[config.mk]
export PLATFORM = sky130hd
export DESIGN_NAME = led_status_ctl
export DESIGN_NICKNAME = d
export VERILOG_FILES = /design/src/rtl/led_status_ctl.sv
export SDC_FILE = /design/constraint.sdc
export NUM_CORES = 1
export LEC_CHECK = 0
export ABC_AREA = 1
export BUFFER_PORTS_ARGS = -buffer_cell sky130_fd_sc_hd__buf_2
export CAP_MARGIN = 30
export CORE_MARGIN = 3
export CORE_UTILIZATION = 60
export CTS_CLUSTER_SIZE = 40
export DETAILED_ROUTE_END_ITERATION = 6
export PLACE_DENSITY = 0.79
export SETUP_SLACK_MARGIN = 0.2
export SLEW_MARGIN = 10
export SYNTH_ARGS = -nofsm -noshare
export SYNTH_HDL_FRONTEND = slang
export SYNTH_SLANG_ARGS = --single-unit
[constraint.sdc]
create_clock -name clk_50m -period 1.5 [get_ports clk_50m]
set_input_delay 0.3 -clock clk_50m [delete_from_list [all_inputs] [get_ports clk_50m]]
set_output_delay 0.3 -clock clk_50m [all_outputs]
set_load 0.01 [all_outputs]
[src/rtl/led_status_ctl.sv]
// Multi-channel LED status driver: off / on / shared blink / blink-code per channel.
// Optional LED_ACTIVE_LOW_EN inverts the led pins (0 = lit, reset drives all 1s).
module led_status_ctl #(
    parameter int unsigned NUM_LED     = 4,
    parameter int unsigned CLK_FREQ_HZ = 50000000,
    parameter int unsigned TICK_HZ     = 10,
    parameter int unsigned BLINK_TICKS = 5,
    parameter int unsigned PULSE_TICKS = 2,
    parameter int unsigned PAUSE_TICKS = 10,
    parameter int unsigned CODE_W      = 3
) (
    input  logic                       clk_50m,
    input  logic                       rst,
    input  logic [2*NUM_LED-1:0]       mode,
    input  logic [CODE_W*NUM_LED-1:0]  code,
    output logic                       tick,
    output logic [NUM_LED-1:0]         led
);

    localparam int unsigned TICK_DIV = CLK_FREQ_HZ / TICK_HZ;
    localparam int unsigned PRE_W    = $clog2(TICK_DIV);
    localparam int unsigned TMR_MAX0 = (BLINK_TICKS > PULSE_TICKS) ? BLINK_TICKS : PULSE_TICKS;
    localparam int unsigned TMR_MAX  = (TMR_MAX0 > PAUSE_TICKS) ? TMR_MAX0 : PAUSE_TICKS;
    localparam int unsigned TMR_W    = (TMR_MAX > 1) ? $clog2(TMR_MAX) : 1;

`ifdef LED_ACTIVE_LOW_EN
    localparam logic [NUM_LED-1:0] LED_RST = '1;
    localparam logic               LED_POL = 1'b1;
`else
    localparam logic [NUM_LED-1:0] LED_RST = '0;
    localparam logic               LED_POL = 1'b0;
`endif

    typedef enum logic [1:0] {
        CODE_LOAD  = 2'd0,
        CODE_ON    = 2'd1,
        CODE_OFF   = 2'd2,
        CODE_PAUSE = 2'd3
    } code_state_e;

    logic [PRE_W-1:0]  pre_q,   pre_d;
    logic              tick_q,  tick_d;
    logic [TMR_W-1:0]  bcnt_q,  bcnt_d;
    logic              phase_q, phase_d;
    code_state_e       st_q   [NUM_LED];
    code_state_e       st_d   [NUM_LED];
    logic [TMR_W-1:0]  tmr_q  [NUM_LED];
    logic [TMR_W-1:0]  tmr_d  [NUM_LED];
    logic [CODE_W-1:0] rem_q  [NUM_LED];
    logic [CODE_W-1:0] rem_d  [NUM_LED];
    logic [NUM_LED-1:0] lit_c;
    logic [NUM_LED-1:0] led_q, led_d;

    // Shared time base: prescaler strobe and the common blink phase.
    always_comb begin
        pre_d   = pre_q + PRE_W'(1);
        tick_d  = 1'b0;
        bcnt_d  = bcnt_q;
        phase_d = phase_q;
        if (pre_q == PRE_W'(TICK_DIV - 1)) begin
            pre_d  = '0;
            tick_d = 1'b1;
        end
        if (tick_q) begin
            if (bcnt_q == TMR_W'(BLINK_TICKS - 1)) begin
                bcnt_d  = '0;
                phase_d = ~phase_q;
            end else begin
                bcnt_d = bcnt_q + TMR_W'(1);
            end
        end
    end

    // Per-channel code sequencer; leaving code mode parks it in LOAD.
    always_comb begin
        for (int i = 0; i < NUM_LED; i++) begin
            st_d[i]  = st_q[i];
            tmr_d[i] = tmr_q[i];
            rem_d[i] = rem_q[i];
            if (mode[2*i +: 2] != 2'b11) begin
                st_d[i]  = CODE_LOAD;
                tmr_d[i] = '0;
            end else if (tick_q) begin
                case (st_q[i])
                    CODE_LOAD: begin
                        rem_d[i] = code[CODE_W*i +: CODE_W];
                        tmr_d[i] = '0;
                        st_d[i]  = (code[CODE_W*i +: CODE_W] != '0) ? CODE_ON : CODE_PAUSE;
                    end
                    CODE_ON: begin
                        if (tmr_q[i] == TMR_W'(PULSE_TICKS - 1)) begin
                            tmr_d[i] = '0;
                            st_d[i]  = CODE_OFF;
                        end else begin
                            tmr_d[i] = tmr_q[i] + TMR_W'(1);
                        end
                    end
                    CODE_OFF: begin
                        if (tmr_q[i] == TMR_W'(PULSE_TICKS - 1)) begin
                            tmr_d[i] = '0;
                            if (rem_q[i] > CODE_W'(1)) begin
                                rem_d[i] = rem_q[i] - CODE_W'(1);
                                st_d[i]  = CODE_ON;
                            end else begin
                                rem_d[i] = '0;
                                st_d[i]  = CODE_PAUSE;
                            end
                        end else begin
                            tmr_d[i] = tmr_q[i] + TMR_W'(1);
                        end
                    end
                    CODE_PAUSE: begin
                        if (tmr_q[i] == TMR_W'(PAUSE_TICKS - 1)) begin
                            tmr_d[i] = '0;
                            rem_d[i] = code[CODE_W*i +: CODE_W];
                            st_d[i]  = (code[CODE_W*i +: CODE_W] != '0) ? CODE_ON : CODE_PAUSE;
                        end else begin
                            tmr_d[i] = tmr_q[i] + TMR_W'(1);
                        end
                    end
                    default: begin
                        st_d[i]  = CODE_LOAD;
                        tmr_d[i] = '0;
                    end
                endcase
            end
        end
    end

    // Output select per channel, then polarity.
    always_comb begin
        lit_c = '0;
        led_d = LED_RST;
        for (int i = 0; i < NUM_LED; i++) begin
            case (mode[2*i +: 2])
                2'b00:   lit_c[i] = 1'b0;
                2'b01:   lit_c[i] = 1'b1;
                2'b10:   lit_c[i] = phase_q;
                default: lit_c[i] = (st_q[i] == CODE_ON);
            endcase
            led_d[i] = lit_c[i] ^ LED_POL;
        end
    end

    always_ff @(posedge clk_50m) begin
        if (rst) begin
            pre_q   <= '0;
            tick_q  <= 1'b0;
            bcnt_q  <= '0;
            phase_q <= 1'b0;
            led_q   <= LED_RST;
            for (int i = 0; i < NUM_LED; i++) begin
                st_q[i]  <= CODE_LOAD;
                tmr_q[i] <= '0;
                rem_q[i] <= '0;
            end
        end else begin
            pre_q   <= pre_d;
            tick_q  <= tick_d;
            bcnt_q  <= bcnt_d;
            phase_q <= phase_d;
            led_q   <= led_d;
            for (int i = 0; i < NUM_LED; i++) begin
                st_q[i]  <= st_d[i];
                tmr_q[i] <= tmr_d[i];
                rem_q[i] <= rem_d[i];
            end
        end
    end

    assign tick = tick_q;
    assign led  = led_q;

endmodule

* After elaboration in Yosys (flattened, before gate mapping) *
Memories as Yosys holds them, arrays and structs flattened.
Index checks and enable logic that the tools add are counted.

operators by class
  $add $sub $neg = 10
  magnitude comparators = 4
  eq/ne operators = 34
  mux-type cells = 97
  bitwise logic cells = 13
  reduce and logical (&&, ||, !) cells = 18

operators by type and width
  cell                     number
  $mux W4                  21
  $mux W3                  24
  $mux W2                  32
  $pmux W4 S3              4
  $pmux W3 S3              4
  $pmux W2 S4              4
  $eq A2 B2 Y1 const B     12
  $add A23 B1 Y23 const B  1
  $eq A23 B23 Y1 const B   1
  $add A4 B1 Y4 const B    5
  $eq A2 B1 Y1 const B     8
  $eq A4 B1 Y1 const B     4
  $eq A4 B4 Y1 const B     4
  $logic_not A2 Y1         8
  $gt A3 B1 Y1 const B     4
  $or A1 B1 Y1             12
  $pmux W1 S3              4
  $reduce_bool A3 Y1       4
  $sub A3 B1 Y3 const B    4
  $reduce_or A2 Y1         5
  $ne A2 B2 Y1 const B     4
  $eq A4 B3 Y1 const B     1
  $mux W1                  4
  $reduce_and A2 Y1        1
  $not A1 Y1               1

word-level totals
  flip-flop bits (word level) = 33
  memory bits (writable) = 36
  logic and storage cells = 184
  memories kept = 3

memory list
  name   depth  bits a word  read ports  clocked after Yosys merged registers in  write ports  line  source
  tmr_q  4      4            4           0                                        4            47    logic [TMR_W-1:0] tmr_q [NUM_LED];
  rem_q  4      3            4           0                                        4            49    logic [CODE_W-1:0] rem_q [NUM_LED];
  st_q   4      2            4           0                                        4            45    code_state_e st_q [NUM_LED];

* Depth between registers and ports, before layout *
  depth in word-level cells = 7
  gate-level depth with buffers = 11
  gate-level depth less buffers = 11

* Worst setup path before layout *
OpenSTA, ideal clock, no wires.

  path kind = register to register
  from = register pre_q[0]
  to = register pre_q[12]
  arrival time = 1238 ps
  path slack = 140 ps
  stages on the path, launching flop included = 8
  period minus slack after synthesis = 1360 ps
  cell sequence = dfxtp_1 > ha_1 > nand3_4 > nor2_1 > nand3_1 > nand2_2 > buf_6 > a21oi_1

between the ends
  longest elaborated chain between the ends = 2

ends and longest elaborated chain
  item                                                     line  source
  from (decl)                                              41    logic [PRE_W-1:0] pre_q, pre_d;
  from (signal assigned)                                   158   pre_q <= pre_d;
  branches (longest 2 deep; another with $add A23 B1 Y23)  --

Parallel ways; which one is timed is not known.
A chain may end at the register's enable or synchronous reset.

==> results.json <==
{
  "outcome": "complete, no violations",
  "setup_viol_count_final": 0,
  "synth_seq_area_share_pct": 33.4,
  "final_cell_count_no_fill": 764,
  "initial_utilization_pct": 63.6,
  "tritoncts": "done",
  "worst_path_slowest_cell": "dfxtp_4",
  "r2r-end": "tmr_q[1][2]",
  "groute.usage.overall_pct": 24.4,
  "cts.root.buffer_cell": "clkbuf_8",
  "sequential_share_of_power_pct": 50.3,
  "critical_path.max_fanout": 5,
  "cap_viol_max_count": 0,
  "cp_num_cells": 6,
  "post-place-cells": 716,
  "p_int_mw": 2.77,
  "grt_start_max_net_pins": 15,
  "gp_routability_congestion": 0.937,
  "rsz0062_at_grt": "yes",
  "num_rows": 29,
  "hold_path_depth": 3,
  "final_min_period_over_clock_period_pct": 97.5,
  "register_area_um2": 1450,
  "dieHeight_um": 89.0,
  "hold_viol": 0,
  "timing.hold.ws_ns": 0.226,
  "crit_path_cell_trace": "inv_2, ha_1, nand2_1, a21oi_1, o21ai_1, nor2_1",
  "clock_tree.buffer_depth": 2,
  "worst_slew_pin_slew_ns": 0.368,
  "antenna-diode-count": 0,
  "detailroute.via_count": 4294,
  "drt_first_iter_violations": 242,
  "cts_inserted_buffers": 9,
  "dp_hpwl_um": 6550,
  "vias_per_cell": 5.62,
  "fillCellCount": 376,
  "detail_route.drc_violations": 0,
  "drt-pass1-iter-count": 5,
  "synth_cell_type_count": 27,
  "final_design_area_no_fill_um2": 5440,
  "power.total_mw": 3.64,
  "setup.worst_path.class": "register to register",
  "layout.nets": 741,
  "synthesis.yosys.warnings": 0,
  "power.share.combinational_pct": 5.5,
  "cts_sinks": 69,
  "capturing_element_type_of_the_critical_path": "register",
  "place.port_buffers": 26,
  "netSwitchingPower_mw": 0.870,
  "tightest_hold_check_type": "primary input to register",
  "start_point_of_the_critical_path": "st_q[1][0]",
  "clock_pin_slew_of_the_registers_on_the_worst_case_setup_and_hold_paths_ns": 0.09,
  "critPathTopFamily": "flip-flops",
  "first_global_vias": 3676,
  "clk_latency_ns": 0.36,
  "final_number_of_max_transition_violations": 0,
  "antenna_violating_nets_post_route": 0,
  "wire_length_of_the_first_global_routing_pass_um": 15300,
  "setup.worst_path.end": "tmr_q[1][2]",
  "detail_route.wirelength_um": 11100,
  "chipWidth_um": 89.0,
  "cellPowerDensity_nw_per_um2": 670,
  "design.portCount": 27,
  "clock.fmax_mhz": 684,
  "netlist_area_um2": 4130,
  "grt_antenna_before_repair": 0,
  "timing.reg2reg.worst_path_depth": 6,
  "worst_slew_margin_rel_pct": 75.2,
  "static-leakage-power_nw": 2.07,
  "final.min_clock_period_ns": 1.46,
  "regToRegSetupSlack_ns": 0.04,
  "detailed_place.area_um2": 4410,
  "fp.dieArea_um2": 7920,
  "clock_skew_ns": 0.0127,
  "cp.required_ns": 1.74,
  "swShare_pct": 23.9,
  "gr-total-overflow": 0,
  "irDropWorstVdd_mv": 0.666,
  "worst-endpoint-arrival_ns": 1.70,
  "area_growth_pct": 31.5,
  "fp.coreArea_um2": 6490,
  "critical_path.max_stage_delay_ns": 0.40,
  "syn_avg_cell_area_um2": 6.73,
  "wl_per_cell_um": 14.6,
  "cp-start-kind": "register",
  "cts-htree-levels": 3,
  "synthesis.instances": 614,
  "synth.net_count": 673,
  "final_layout_size_suffix_gt1_share_pct": 31.9,
  "worst-path-buf-inv": 1,
  "worst_flop_to_flop_path_startpoint": "st_q[1][0]",
  "clkPwrFrac_pct": 44.3,
  "multiInputGateArea_um2": 2870,
  "yosys_register_bits": 69
}
==> power by group through the flow <==
stage	combinational (mW)	sequential [mW]	clock (mW)
4_1_cts	0.173	1.85	1.63
3_3_place_gp	0.153	1.90	0
3_5_place_dp	0.155	1.90	0
2_1_floorplan	0.0805	1.90	0
5_1_grt	0.217	1.83	1.73
6_report	0.199	1.83	1.61
==> cells in the final DEF, fill, tap and decap left out, types with 13 or more instances in the layout <==
cell type    n
nand4_1     13
buf_2       25
ha_1        20
inv_2       14
buf_4       34
a21oi_1     31
dfxtp_2     22
nor2_1      89
inv_1       62
nor2_4      14
nand3_1     20
dfxtp_1     35
ha_4        14
nor2_2      18
o21ai_0     14
nand2_2     15
nand2_1    133
==> worst min-delay path, stage by stage <==
cell and delay, ns:
buf_2 0.09, a21oi_1 0.04, nor3_1 0.12
==> through the flow <==
stage                     TNS, ns  utilization [%]  setup slack [ns]
after floorplan                 0                -             0.213
after global placement          0             67.9            0.0928
after detailed placement        0             67.9            0.0533
after CTS                       0             75.1             0.183
after global routing      -0.0210             83.7           -0.0210
final                           0             83.7            0.0378
==> cells in the mapped netlist (all sizes together) <==
cell | count | area (µm²)
nand2 | 151 | 577
nor2 | 121 | 477
inv | 78 | 293
dfxtp | 69 | 1380
a21oi | 37 | 193
ha | 37 | 463
nand3 | 31 | 178
o21ai | 25 | 125
nand4 | 13 | 81.3
xor2 | 12 | 105
nor3 | 10 | 50.1
buf | 6 | 42.5
nand3b | 6 | 45.0
o22ai | 6 | 37.5
xnor2 | 5 | 43.8
clkbuf | 2 | 7.51
o21a | 2 | 15.0
or2 | 2 | 12.5
o31ai | 1 | 7.51
==> layer usage <==
layer | vias up | track usage [%] | wire length (µm)
met4 | 0 | 11.5 | 311
met1 | 1989 | 29.6 | 4670
met3 | 39 | 4.33 | 587
li1 | 2087 | - | -
met5 | - | 0 | 0
met2 | 179 | 41.8 | 5570
==> kinds of logic after synthesis <==
family | share of synthesized area (%)
AOI/OAI and AO/OA | 9.14
xor gates and xnor gates | 3.60
adders and majority gates | 11.2
buffers and inverters | 8.29
DFF | 33.4
and+or+nand+nor | 34.4
==> cell type report <==
cell class	count	area share [%]
clock buffers	11	2.79
multi-input cells	459	52.9
repair buffers	65	9.28
well taps	77	1.77
clock inverters	5	1.06
flip-flops and latches	69	26.7
inverters	78	5.48
==> worst min-delay path by stage <==
stage | start | to | slack [ns]
6_report | mode[0] | led[0] | 0.23
5_1_grt | mode[0] | led[0] | 0.24
4_1_cts | mode[0] | led[0] | 0.22
3_5_place_dp | pre_q[21] | pre_q[21] | 0.47
3_3_place_gp | bcnt_q[3] | bcnt_q[3] | 0.45
2_1_floorplan | bcnt_q[3] | bcnt_q[3] | 0.44
==> flip-flops by register name (all words and copies together) (netlist names) <==
name	cells
led	4
st_q	8
bcnt_q	4
tmr_q	16
phase_q	1
rem_q	12
pre_q	23
tick	1
==> repair_timing <==
item                                    CTS  global route
gates resized for setup                  56           124
buffers inserted                         11            19
hold buffers                              0             0
gates cloned                              1             1
endpoints found under the setup margin   55            57
pin swaps                                18            42
Power figures use the tool's default switching activity.
